--- src/rtl/prach_hb1_dmux.sv ---
// prach_hb1_dmux
//   Polyphase commutator ahead of the first PRACH half-band decimator.
//   It takes a TDM stream of up to NUM_CHANNEL interleaved channels. For
//   each channel it pairs consecutive samples into an (even, odd) pair and
//   emits both at once on dout_dp1/dout_dp2, together with the channel tag.
//
//   There are two register stages: pair capture, then the output register.
//   An odd sample presented in cycle n appears on the outputs in cycle n+2.
//   sync_out follows the same 2-cycle delay.
//
// Ports
//   clk, rst_n          clock; synchronous active-low reset
//   din_dq/dv/chn       input sample, valid and channel tag
//   sync_in             frame sync; clears every channel back to even phase
//   dout_dp1/dp2        even (older) and odd (newer) sample of the pair
//   dout_dv/chn         pair valid (one cycle per pair) and its channel tag
//   sync_out            sync_in delayed 2 cycles
//   err                 sticky channel-sequence error
//
// Build option
//   PRACH_HB1_DMUX_CHK_EN  enables the channel-sequence checker that drives
//                          err. When this macro is undefined, err is tied to 0.

module prach_hb1_dmux #(
    parameter int NUM_CHANNEL = 16,
    parameter int WIDTH       = 16
) (
    input  logic             clk,
    input  logic             rst_n,
    input  logic [WIDTH-1:0] din_dq,
    input  logic             din_dv,
    input  logic [7:0]       din_chn,
    input  logic             sync_in,
    output logic [WIDTH-1:0] dout_dp1,
    output logic [WIDTH-1:0] dout_dp2,
    output logic             dout_dv,
    output logic [7:0]       dout_chn,
    output logic             sync_out,
    output logic             err
);

    localparam int CW = $clog2(NUM_CHANNEL);

    logic [CW-1:0]          c;
    logic                   chn_ok;
    logic                   acc;
    logic                   odd;
    logic                   even_wr;

    logic [NUM_CHANNEL-1:0] ph;
    logic [WIDTH-1:0]       hold [NUM_CHANNEL];

    logic [1:0]             vld_pipe;   // [0] pair captured, [1] pair on outputs
    logic [1:0]             sync_pipe;
    logic [WIDTH-1:0]       s1_dp1;
    logic [WIDTH-1:0]       s1_dp2;
    logic [7:0]             s1_chn;

    assign c      = din_chn[CW-1:0];
    // Any tag bit above the channel index field marks the sample as out of range.
    assign chn_ok = (din_chn >> CW) == 8'd0;
    assign acc    = din_dv & chn_ok;
    // During sync, every channel is forced to even phase, so the sample in
    // that same cycle is always treated as the first half of a pair.
    assign odd     = acc & ph[c] & ~sync_in;
    assign even_wr = acc & (sync_in | ~ph[c]);

    // Hold storage has no reset. The phase bits decide whether an entry is valid.
    always_ff @(posedge clk) begin
        if (even_wr)
            hold[c] <= din_dq;
    end

    always_ff @(posedge clk) begin
        if (odd) begin
            s1_dp1 <= hold[c];
            s1_dp2 <= din_dq;
            s1_chn <= din_chn;
        end
    end

    always_ff @(posedge clk) begin
        if (!rst_n) begin
            ph        <= '0;
            vld_pipe  <= '0;
            sync_pipe <= '0;
            dout_dp1  <= '0;
            dout_dp2  <= '0;
            dout_chn  <= '0;
        end else begin
            if (sync_in) begin
                ph <= '0;
                if (acc)
                    ph[c] <= 1'b1;   // later assignment wins over the clear
            end else if (acc) begin
                ph[c] <= ~ph[c];
            end

            vld_pipe  <= {vld_pipe[0], odd};
            sync_pipe <= {sync_pipe[0], sync_in};

            if (vld_pipe[0]) begin
                dout_dp1 <= s1_dp1;
                dout_dp2 <= s1_dp2;
                dout_chn <= s1_chn;
            end
        end
    end

    assign dout_dv  = vld_pipe[1];
    assign sync_out = sync_pipe[1];

`ifdef PRACH_HB1_DMUX_CHK_EN
    logic [CW-1:0] exp_chn;
    logic [CW-1:0] base;
    logic          bad;
    logic          err_q;

    // On sync, the sample in the same cycle is checked against channel 0.
    assign base = sync_in ? '0 : exp_chn;
    assign bad  = din_dv & (~chn_ok | (c != base));

    always_ff @(posedge clk) begin
        if (!rst_n) begin
            exp_chn <= '0;
            err_q   <= 1'b0;
        end else begin
            // Whether or not the tag matched, the next expected channel is tag+1.
            if (din_dv)
                exp_chn <= c + 1'b1;
            else if (sync_in)
                exp_chn <= '0;
            err_q <= (err_q & ~sync_in) | bad;
        end
    end

    assign err = err_q;
`else
    assign err = 1'b0;
`endif

endmodule

--- config.mk ---
export PLATFORM = sky130hd
export DESIGN_NAME = prach_hb1_dmux
export DESIGN_NICKNAME = d
export VERILOG_FILES = /design/src/rtl/prach_hb1_dmux.sv
export SDC_FILE = /design/constraint.sdc
export NUM_CORES = 1
export LEC_CHECK = 0
export CAP_MARGIN = 20
export CELL_PAD_IN_SITES_DETAIL_PLACEMENT = 0
export CELL_PAD_IN_SITES_GLOBAL_PLACEMENT = 1
export CORE_MARGIN = 1.5
export CORE_UTILIZATION = 40
export DETAILED_ROUTE_END_ITERATION = 10
export PLACE_DENSITY_LB_ADDON = 0.1
export SYNTH_ARGS = -nofsm -noshare
export SYNTH_HDL_FRONTEND = slang
export SYNTH_SLANG_ARGS = --single-unit
--- constraint.sdc ---
create_clock -name clk -period 3.5 [get_ports clk]
set_clock_uncertainty 0.05 [all_clocks]
set_input_delay 0.875 -clock clk [delete_from_list [all_inputs] [get_ports clk]]
set_output_delay 0.875 -clock clk [all_outputs]
set_load 0.01 [all_outputs]
== After elaboration in Yosys (flattened, before gate mapping) ==
Memory sizes are Yosys's and may differ from the RTL's. A register that Yosys moved wholly into a read port is not among the register bits.
Index checks and enable logic that the tools add are counted.

* Order comparisons: 2
* Multiplexer cells: 10
* Bitwise gates (word level): 7
* Reduce and logical (&&, ||, !) cells: 3

{| class="wikitable"
|+ Operators with widths
! kind !! number
|-
| 16-bit 2-to-1 mux || 3
|-
| 16-bit bitwise mux || 1
|-
| 8-bit logical NOT || 1
|-
| 4-bit by 5-bit < comparator with 1-bit output (second input constant) || 1
|-
| 1-bit AND || 4
|-
| 1-bit binary-select mux with 4-bit select || 1
|-
| 1-bit demux with 4-bit select || 1
|-
| 4-bit by 1-bit >= comparator with 1-bit output (second input constant) || 1
|-
| 1-bit 2-to-1 mux || 4
|-
| 1-bit NOT || 2
|-
| 2-bit nonzero test || 1
|-
| 1-bit logical AND || 1
|-
| 1-bit OR || 1
|}

* Register bits: 84
* Memory bits (writable): 256
* Output and inout port bits: 43
* Word-level logic and storage cells: 31
* Memories: 1

{| class="wikitable"
|+ Memory list
! memory !! depth !! bits a word !! rd ports !! clocked after Yosys merged registers in !! wr ports !! RTL line !! source
|-
| hold || 16 || 16 || 1 || 1 || 1 || 51 || <nowiki>logic [WIDTH-1:0] hold [NUM_CHANNEL];</nowiki>
|}

== Depth between registers and ports, before layout ==
Gate-level depths: netlist of the first run.

* Depth in word-level cells: 7
* Mapped depth: 7
* Mapped depth without buffers: 4

== Least setup slack after synthesis of the first run ==
OpenSTA, ideal clock, no wires.

* Kind: input port to flip-flop
* From: in din_chn[6]
* To: mem hold[6][0] (enable)
* Setup time: 0.409 ns
* Arrival: 3.181 ns
* Data required time: 3.041 ns
* Slack: -0.141 ns
* Cell stages on the path: 4
* Buffers on the path: 1
* Cells stage by stage: or4b_4 buf_2 or3_1 nor3_1

* Cells in the longest elaborated chain, start to end: 5

{| class="wikitable"
|+ Ends and longest elaborated chain
! element !! RTL line !! source
|-
| start: declaration || 32 || <nowiki>input logic [7:0] din_chn,</nowiki>
|-
| 8-bit logical NOT || 61 || <nowiki>assign chn_ok = (din_chn >> CW) == 8'd0;</nowiki>
|-
| 1-bit AND || 62 || <nowiki>assign acc = din_dv & chn_ok;</nowiki>
|-
| 1-bit AND || 66 || <nowiki>assign even_wr = acc & (sync_in | ~ph[c]);</nowiki>
|-
| 1-bit 2-to-1 mux || 70 || <nowiki>if (even_wr)</nowiki>
|-
| 1-bit 2-to-1 mux (not written as such) || 71 || <nowiki>hold[c] <= din_dq;</nowiki>
|-
| end: declaration || 51 ||
|}

Every way passes these cells.

== Worst setup path after layout of the first run ==
* From: in din_chn[6]
* To: mem hold[3][14] (enable)

Same word-level chain as after synthesis.

==> impl_metrics.toml, run 1 <==
[outcome]
status = "completed"

[worst_setup_path]
worstPathCellList = "clkdlybuf4s50_1 -> or4b_4 -> or4_1 -> buf_4 -> nor2_1 -> buf_4"
path_buf_inv = 3
cp_top_family = "simple AND/OR/NAND/NOR gates"
start_kind = "input port"
path_common_cell = "buf_4"
cpPeakStageDelay_ns = 0.57
path_class = "input port to register"
worst_r2r_startpoint = "ph[11]"
setup.worst_path.end_class = "register"
reg2reg_setup_slack_ns = 1.49
critPathSlowestCell = "or4b_4"
path_max_fanout = 8
worstPathRequired_ns = 3.66
ff2ff_path_depth = 5
arrival_ns = 3.02
r2r-end = "s1_dp2[3]"

[floorplan]
start_util = 0.410
die_w_um = 186
rows = 66
die_h_um = 186
dieArea_sq_mm = 0.0347
core_area_sq_mm = 0.0328
io_pins = 71

[sta]
max_slew_margin = 0.447
rsz0062_at_grt = "false"
worst_slack_ns = 0.631
hold_viol = 0
setup_viol = 0
finalCritPeriodShare = 0.820
finalMaxSlewViolations = 0
fmaxAchievable_ghz = 0.349
period_minus_slack_ns = 2.87
tightest_slew_ns = 0.827

[worst_hold_path]
min-delay-start = "sync_pipe[0]"
whs_path_depth = 1
hp-class = "register to register"
worstHoldEndpoint = "sync_pipe[1]"

[logic_synthesis]
synth-main-ff-cell = "edfxtp_1"
ys_top_cells_by_area = "edfxtp_1 66%, mux4_2 14%, dfxtp_1 8.9%"
syn-cell-area_sq_mm = 0.0134
synthAdderAreaFrac = 0
seq_area_frac_synth = 0.751
synthesis.nets = 703
synth_top_family_by_area = "multiplexers"
synth_seq_cells = 356
ys_types = 46
synth_edf_count = 296
synth_top_area_frac = 0.662
netlist_top_cells_count = "296 x edfxtp_1, 81 x mux4_2, 60 x dfxtp_1"
synthArstFlopShare = 0
synth_cells = 675
muxShareOfSynthArea = 0.173
synth_simple_gate_area_frac = 0.0394
synth_warnings = 0
synth.avg_cell_area_sq_um = 19.9
synth_top_cell_by_area = "edfxtp_1"
synth_xor_area_frac = 0
synth-compound-area-share = 0.0211
yosysMostFrequentCell = "edfxtp_1"

[global_routing]
grt_pass1_wl_mm = 46.1
grt_pass1_vias = 7054
antenna_found_initial = 1
grt_start_max_net_pins = 49
grtUsageTotal = 0.185
grt_overflow = 0

[pwr]
p_leak_uw = 0.00515
total_power_uw = 8790
p_per_area_mw_per_mm2 = 541
vdd_ir_drop_max_mv = 0.413

[route]
drc_errors = 0
drtIter0Drc = 495
dr.max_layer_used = "met4"
dr_total_vias = 6629
routed_wl_mm = 30.4
wl_per_cell_um = 24.1
viasPerCell = 5.27
met2_length_mm = 14.6
wl_met3_mm = 1.43
firstDrtPassIters = 4
postRouteAntennaNets = 0
drt-met1-wl_mm = 13.8

[clock_tree]
cts_tree = "yes"
clockRootBuffer = "clkbuf_16"
cts_buffers = 38
htree_levels = 2
clock_sinks = 356
path_clk_slew_ns = 0.06
cts_resized = 0
hold_buffers = 0
max-clock-path-buffers = 3
postCtsSetupBuffers = 0
worstSkewPairLatency_ns = 0.52

[placed_design]
preCtsSetupSlack_ns = 0.120
gp_congestion = 0.794
io_buffer_count = 69
dpl.hpwl_mm = 19.5

[final_layout]
final_layout_size_suffix_gt1_frac = 0.250
fillers = 2704
diodes = 0
fin_nets = 817
syn2layout_area_growth_pct = 20.9

[run]
maxCapViolations = 0
-- flip-flops by register name, summed over array words and instances, names as in the netlist --
signal     count
hold         256
dout_dp1      16
dout_dp2      16
ph            16
s1_dp1        16
s1_dp2        16
dout_chn       8
s1_chn         8
sync_pipe      2
vld_pipe       2
-- area by class of cell --
cell class | instances | area (sq um) | share of cell area
clock buffers | 46 | 1000 | 0.0617
repair buffers | 116 | 1220 | 0.0750
well taps | 442 | 553 | 0.0340
flip-flops and latches | 356 | 10100 | 0.621
inverters | 6 | 22.5 | 0.00139
multi-input cells | 271 | 3180 | 0.196
clock inverters | 22 | 180 | 0.0111
-- layer usage --
layer	GRT usage	vias up
li1	-	2965
met1	0.258	3466
met3	0.0329	39
met5	0	-
met2	0.301	159
met4	0.0455	0
-- placed cells by master, fill, tap and decap left out, types with 5 or more instances in the layout --
| cell | count |
|---|---|
| edfxtp_1 | 296 |
| mux4_2 | 81 |
| clkdlybuf4s50_1 | 66 |
| dfxtp_1 | 59 |
| nor2_1 | 52 |
| mux2i_1 | 47 |
| clkbuf_16 | 39 |
| buf_4 | 33 |
| buf_12 | 15 |
| nor3_2 | 11 |
| clkinv_1 | 9 |
| nand2_1 | 8 |
| clkinv_2 | 8 |
| clkbuf_1 | 7 |
| inv_1 | 5 |
| nand2b_1 | 5 |
| and2_1 | 5 |
| nor4_1 | 5 |
-- logic make-up after synthesis --
| logic type | after synthesis |
|---|---|
| multiplexers | 130 |
| flip-flops | 356 |
| AO/OA/AOI/OAI | 35 |
| AND/OR/NAND/NOR | 105 |
| other | 1 |
| buffers and inverters | 48 |
-- stage by stage --
step,TNS [ns],instance area [sq um],hold WS (ns),instances,util
detailed placement,0,15100,0.375,1191,0.459
global route,0,16200,0.407,1259,0.495
global placement,0,15100,0.382,1191,0.459
finish,0,16200,0.381,1259,0.495
CTS,0,16200,0.388,1259,0.495
floorplan,-3.29,13500,0.362,675,-
-- worst max path at each step --
stage	from	to	slack, ns	depth (start not counted)
4_1_cts	din_chn[6]	hold[3][7]	0.65	6
6_report	din_chn[6]	hold[3][14]	0.63	6
3_3_place_gp	din_chn[6]	hold[3][12]	0.11	6
3_5_place_dp	din_chn[6]	hold[3][13]	0.12	6
5_1_grt	din_chn[6]	hold[3][7]	0.57	6
2_1_floorplan	din_chn[0]	hold[5][0]	-0.10	7
-- power by group --
group / switching [uW] / leakage (uW) / internal, uW / total, uW
Clock: 1570 / 0.000581 / 2260 / 3820
Sequential: 2.60 / 0.00314 / 4600 / 4600
Combinational: 211 / 0.00142 / 153 / 363
Note: power is estimated with default switching activity, not from simulation.
==> run 2, diff against run 1 <==
==> constraint.sdc (replaced) <==
create_clock -name clk -period 2.6 [get_ports clk]
set_clock_uncertainty 0.05 [all_clocks]
set_input_delay 0.65 -clock clk [delete_from_list [all_inputs] [get_ports clk]]
set_output_delay 0.65 -clock clk [all_outputs]
set_load 0.01 [all_outputs]
==> run 2 against run 1 <==
  * Cell count rose by 2.7%
  * Largest power group unchanged
  * Register-to-register slack worse by 0.85 ns
  * Setup slack got worse by 0.55 ns
  * Global-route usage is 0.35 points lower
  * First-iteration DRC count up 19%
  * Sequential power rose by 35%
  * Routed wire length fell by 2.0%
  * Flip-flop and latch count did not move
==> impl_metrics.toml, run 2 (synthesis results as in run 1) <==
[worst_setup_path]
ff2ff_path_depth = 5
critPathSlowestCell = "or4b_4"
worstPathRequired_ns = 2.78
cp_top_family = "simple AND/OR/NAND/NOR gates"
path_buf_inv = 3
r2r-end = "hold[1][6]"
endpoint = "hold[4][3]"
worst_r2r_startpoint = "ph[3]"
reg2reg_setup_slack_ns = 0.64
path_max_fanout = 16
path_class = "input port to register"
cpPeakStageDelay_ns = 0.59
setup.worst_path.end_class = "register"
start_kind = "input port"
crit_path_start = "din_chn[6]"
arrival_ns = 2.70
worstPathCellList = "clkdlybuf4s50_1 -> or4b_4 -> or4_1 -> buf_4 -> nor3_4 -> buf_12"
critical_path_depth = 6

[global_routing]
antenna_found_initial = 1
grt_overflow = 0
grt_pass1_wl_mm = 45.3
grt_pass1_vias = 7096
grt_start_max_net_pins = 49
grtUsageTotal = 0.181

[floorplan]
dieArea_sq_mm = 0.0347
core_area_sq_mm = 0.0328
rows = 66
die_w_um = 186
die_h_um = 186
start_util = 0.410
io_pins = 71

[sta]
hold_viol = 0
whs_ns = 0.381
finalMaxSlewViolations = 0
setup_viol = 0
period_minus_slack_ns = 2.52
tightest_slew_ns = 0.737
fmaxAchievable_ghz = 0.397
rsz0062_at_grt = "false"
max_slew_margin = 0.507
finalCritPeriodShare = 0.970

[worst_hold_path]
hp-class = "register to register"

[clock_tree]
worstSkewPairLatency_ns = 0.52
clockRootBuffer = "clkbuf_16"
cts_buffers = 38
cts_tree = "yes"
hold_buffers = 0
postCtsSetupBuffers = 0
max-clock-path-buffers = 3
htree_levels = 2
path_clk_slew_ns = 0.06
cts_resized = 0
clock_sinks = 356

[route]
firstDrtPassIters = 5
postRouteAntennaNets = 0
drc_errors = 0
viasPerCell = 5.25
routed_wl_mm = 29.8
wl_per_cell_um = 23.0
drtIter0Drc = 591
dr_total_vias = 6788

[final_layout]
final_layout_size_suffix_gt1_frac = 0.298
final_cell_mix = "296 x edfxtp_1, 81 x mux4_2, 66 x clkdlybuf4s50_1"
fillers = 2664
final_common_cell = "edfxtp_1"
syn2layout_area_growth_pct = 25.6
design_area_sq_mm = 0.0169
largest_reg_flops = 256
largest_register = "hold"
diodes = 0
fin_nets = 849

[pwr]
clkPwrFrac = 0.443
power_switching_share = 0.205
vdd_ir_drop_max_mv = 0.571
switchingPower_uw = 2480
pwr-share-comb = 0.046
p_leak_uw = 0.00542
p_per_area_mw_per_mm2 = 719
total_power_uw = 12100
seqPwrFrac = 0.511
power.internal_uw = 9640

[outcome]
status = "completed"

[placed_design]
dpl.hpwl_mm = 20.0
gp_congestion = 0.842
dpl_cell_area_sq_mm = 0.0156
io_buffer_count = 69

[run]
maxCapViolations = 0
-- run 2: worst min-delay path by stage --
stage / from / end / cells past startpoint
final: sync_pipe[0] / sync_pipe[1] / 1
after CTS: sync_pipe[0] / sync_pipe[1] / 1
after global routing: sync_pipe[0] / sync_pipe[1] / 1
after global placement: sync_pipe[0] / sync_pipe[1] / 1
after detailed placement: sync_pipe[0] / sync_pipe[1] / 1
after floorplan: sync_pipe[0] / sync_pipe[1] / 1
-- run 2: final cells by class --
type,count,area (sq um),share of cell area
inverter,6,22.5,0.00133
multi-input combinational,271,3320,0.197
clock inverter,22,236,0.0140
clock buffer,48,1020,0.0604
tap,442,553,0.0328
sequential,356,10100,0.598
timing repair buffer,148,1630,0.0969
-- run 2: metal layers --
layer / GRT usage / part of all wire / wire length (um)
met1: 0.282 / 0.49 / 14600
met5: 0 / 0 / 0
met4: 0.0439 / 0.018 / 544
met3: 0.0321 / 0.050 / 1490
met2: 0.264 / 0.44 / 13100
-- run 2: per-stage QoR --
step           setup WS, ns   util  std cells  TNS (ns)
6_report             0.0793  0.515       1293         0
5_1_grt              0.0439  0.515       1293         0
4_1_cts              0.0941  0.515       1293         0
3_5_place_dp         -0.446  0.476       1223    -92.76
3_3_place_gp         -0.428  0.476       1223    -86.97
2_1_floorplan       -0.0874      -        675    -15.08
-- run 2: power groups by stage --
stage	clock (uW)	combinational [uW]	sequential [uW]
2_1_floorplan	0	276	6310
3_3_place_gp	0	561	6310
3_5_place_dp	0	570	6310
4_1_cts	5520	571	6190
5_1_grt	5740	603	6190
6_report	5370	560	6190
